[config.mk]
export PLATFORM = sky130hd
export DESIGN_NAME = skid_buffer
export DESIGN_NICKNAME = d
export VERILOG_FILES = /design/src/rtl/skid_buffer_pkg.sv /design/src/rtl/skid_buffer_sat_counter.sv /design/src/rtl/skid_buffer.sv
export SDC_FILE = /design/constraint.sdc
export NUM_CORES = 1
export LEC_CHECK = 0
export ABC_AREA = 1
export CORE_UTILIZATION = 30
export DETAILED_ROUTE_END_ITERATION = 8
export GPL_TIMING_DRIVEN = 0
export PLACE_DENSITY = 0.48
export SYNTH_ARGS = -nofsm -noshare
export SYNTH_HDL_FRONTEND = slang
export SYNTH_HIERARCHICAL = 1
export SYNTH_SLANG_ARGS = --single-unit
[constraint.sdc]
create_clock -name clk -period 4.2 [get_ports clk]
set_input_delay 0.84 -clock clk [delete_from_list [all_inputs] [get_ports clk]]
set_output_delay 0.84 -clock clk [all_outputs]
set_load 0.01 [all_outputs]
[src/rtl/skid_buffer_pkg.sv]
// Shared types for the skid_buffer register slice: FSM state encoding and entry count.
package skid_buffer_pkg;

  typedef enum logic [1:0] {
    EMPTY = 2'd0,
    BUSY  = 2'd1,
    FULL  = 2'd2
  } skid_state_e;

  localparam int SKID_DEPTH = 2;

endpackage

[src/rtl/skid_buffer_sat_counter.sv]
// sat_counter: counts cycles with inc high, sticking at all-ones; cleared by async reset.
// Latency: count reflects inc one cycle later; no backpressure interaction.
module sat_counter #(
  parameter int CNT_WIDTH = 16
) (
  input  logic                 clk,
  input  logic                 reset_n,
  input  logic                 inc,
  output logic [CNT_WIDTH-1:0] count
);

  always_ff @(posedge clk or negedge reset_n) begin
    if (!reset_n) begin
      count <= '0;
    end else if (inc && (count != {CNT_WIDTH{1'b1}})) begin
      count <= count + CNT_WIDTH'(1);
    end
  end

endmodule

[src/rtl/skid_buffer.sv]
// 2-entry valid/ready slice, 1-cycle forward latency; in_ready decoded from the state flop only.
// Full throughput under backpressure via skid entry; SKID_BUFFER_STALL_CNT_EN adds stall_cnt.
module skid_buffer
  import skid_buffer_pkg::*;
#(
  parameter int DATA_WIDTH = 32,
  parameter int CNT_WIDTH  = 16
) (
  input  logic                  clk,
  input  logic                  reset_n,
  input  logic                  in_valid,
  output logic                  in_ready,
  input  logic [DATA_WIDTH-1:0] in_data,
  output logic                  out_valid,
  input  logic                  out_ready,
  output logic [DATA_WIDTH-1:0] out_data
`ifdef SKID_BUFFER_STALL_CNT_EN
  ,
  output logic [CNT_WIDTH-1:0]  stall_cnt
`endif
);

  skid_state_e           state;
  logic [DATA_WIDTH-1:0] main_q;
  logic [DATA_WIDTH-1:0] skid_q;
  logic                  acc;
  logic                  con;

  // Both handshakes derive from the state register, so out_ready never reaches in_ready.
  assign out_valid = (state != EMPTY);
  assign in_ready  = (state != FULL);
  assign out_data  = main_q;

  assign acc = in_valid && in_ready;
  assign con = out_valid && out_ready;

  always_ff @(posedge clk or negedge reset_n) begin
    if (!reset_n) begin
      state  <= EMPTY;
      main_q <= '0;
      skid_q <= '0;
    end else begin
      case (state)
        EMPTY: begin
          if (acc) begin
            state  <= BUSY;
            main_q <= in_data;
          end
        end
        BUSY: begin
          if (acc && !con) begin
            state  <= FULL;
            skid_q <= in_data;
          end else if (!acc && con) begin
            state <= EMPTY;
          end else if (acc && con) begin
            main_q <= in_data;
          end
        end
        FULL: begin
          if (con) begin
            state  <= BUSY;
            main_q <= skid_q;
          end
        end
        default: state <= EMPTY;
      endcase
    end
  end

`ifdef SKID_BUFFER_STALL_CNT_EN
  sat_counter #(
    .CNT_WIDTH(CNT_WIDTH)
  ) u_stall_cnt (
    .clk    (clk),
    .reset_n(reset_n),
    .inc    (out_valid && !out_ready),
    .count  (stall_cnt)
  );
`else
  logic unused_cnt_width;
  assign unused_cnt_width = ^CNT_WIDTH;
`endif

endmodule

==> qor.yml <==
cts-htree-levels: 3
async_flop_share: 1.00
hpwl_um: 5260
ys_types: 13
firstDrtPassIters: 4
cts_tree: "yes"
core_area_um2: 9820
worstSetupStartpoint: "state[0]"
dieWidth_um: 103
fin_skew_ns: 0.00586
numCtsBuffers: 9
vdd_drop_max_mv: 0.268
path_clk_slew_ns: 0.07
synthCells: 406
path_max_fanout: 10
fin_nets: 525
hold_path_class: "flip-flop to flip-flop"
rsz0062_at_grt: "no"
place_congestion: 0.751
syn_nets: 445
power_mw: 3.04
drcViolationCount: 0
synth_seq_cells: 66
crit_required_ns: 3.36
leakage_nw: 2.18
synthTopCellsByArea: "dfrtp_1 54%, nand2_1 24%, nand3_1 5.6%"
wl_per_cell_um: 12.7
holdBufCountCts: 0
synth_area_per_cell_um2: 7.55
cts_root_buf: "clkbuf_8"
tightest_slew_ns: 0.867
clk_path_buf_depth: 2
setup_viol: 0
syn2layout_area_growth_pct: 34.2
fin_cells: 624
drt-total-wl_um: 7900
min_from: "out_data[9]"
vias_per_cell: 4.39
antenna_found_initial: 0
vias: 2740
synth-seq-area-share: 0.539
worstPathArrival_ns: 1.88
drive_gt1_frac: 0.0733
synth_top_area_frac: 0.539
n_fill_cell: 1070
overflow: 0
grt_usage: 0.168
timing.fmax_ghz: 0.368
period_minus_slack_ns: 2.72
placed_cells: 608
p_per_area_nw_per_um2: 739
drv_cap: 0
finalHoldViolCount: 0
grt_max_degree: 67
ios: 70
r2r-start: "state[1]"
post-synth-top-area-cell: "dfrtp_1"
synth_edf_count: 0
drv_slew: 0
ys.flop_type: "dfrtp_1"
rows: 36
cts_setup_buffers: 0
yosysWarnings: 6
path_class: "flip-flop to primary output"
numPortBuffers: 69
n_antenna_cell: 0
clock_latency_ns: 0.34
drtIter0Drc: 99
dieArea_um2: 10600
finalCritPeriodShare: 0.648
cts_resized: 0
cp-end-kind: "primary output"
status: "finished, final reports clean"
grt_pass1_wl_um: 13500
synthTopCellsByCount: "197 x nand2_1, 66 x dfrtp_1, 39 x inv_1"
cts.sinks: 66
initial_utilization: 0.312
grt_pass1_vias: 2718
slew_headroom: 0.422
drtAntennaViolNets: 0
startpoint_type: "flip-flop"
synth_area_um2: 3070
die_h_um: 103
post-synth-top-count-cell: "nand2_1"
critical path: stages (launching register included):
cell             delay (ns)
dfrtp_1                0.46
inv_2                  0.07
nand2_1                0.17
buf_2                  0.27
clkdlybuf4s50_1        0.57
cell families after synthesis:
family | count (synthesis) | share of synthesized area
flops | 66 | 0.539
simple gates | 241 | 0.311
buf+inv | 63 | 0.0837
fa+ha+maj | 3 | 0.0122
compound gates | 33 | 0.0539
where the power goes:
part	switching [mW]	total [mW]	leakage, nW	internal [mW]
logic	0.784	1.38	1.26	0.600
registers	0.167	1.12	0.819	0.948
clock network	0.253	0.541	0.103	0.289
sequential cells by signal, summed over array words and instances (netlist names):
register and flops:
state 2, skid_q 32, out_data 32
stage by stage:
stage | setup WS, ns | setup TNS [ns] | hold WS, ns | cell area [um2] | util
2_1_floorplan | 2.13 | 0 | 0.453 | 3070 | -
3_3_place_gp | -0.181 | -11.60 | 0.454 | 3920 | 0.399
3_5_place_dp | 1.21 | 0 | 0.458 | 3920 | 0.399
4_1_cts | 1.46 | 0 | 0.476 | 4120 | 0.419
5_1_grt | 1.35 | 0 | 0.495 | 4120 | 0.419
6_report | 1.48 | 0 | 0.469 | 4120 | 0.419
cell type report:
cell class | instances | area [um2] | area share
inverter | 41 | 154 | 0.0374
sequential | 66 | 1650 | 0.401
clock buffer | 11 | 141 | 0.0344
multi-input combinational | 277 | 1160 | 0.281
tap | 133 | 166 | 0.0404
buffer | 22 | 103 | 0.0249
timing repair buffer | 69 | 688 | 0.167
clock inverter | 5 | 53.8 | 0.0131
cell usage in the layout (no fill, tap or decap), drive strengths merged:
cell type / n
nand2: 198
clkdlybuf4s50: 68
dfrtp: 66
inv: 41
nand3: 34
o21ai: 33
buf: 17
clkbuf: 17
nor2: 8
clkinv: 4
ha: 3
and3: 1
bufinv: 1
layer usage:
layer | global-route usage | wire (um)
met4 | 0.0650 | 131
met5 | 0 | 0
met2 | 0.269 | 3580
met3 | 0.0298 | 457
met1 | 0.227 | 3730
path summary, 6_finish.rpt:
check | to | slack (ns) | cells past startpoint
max in group asynchronous | skid_q[29] | 3.02 | 1
max reg2reg | out_data[9] | 1.71 | 11
max | in_ready | 1.48 | 4
min reg2reg | out_data[9] | 0.47 | 2
min in group asynchronous | out_data[22] | 0.60 | 1
min | out_data[9] | 0.47 | 2
Note: power is estimated with default switching activity, not from simulation.
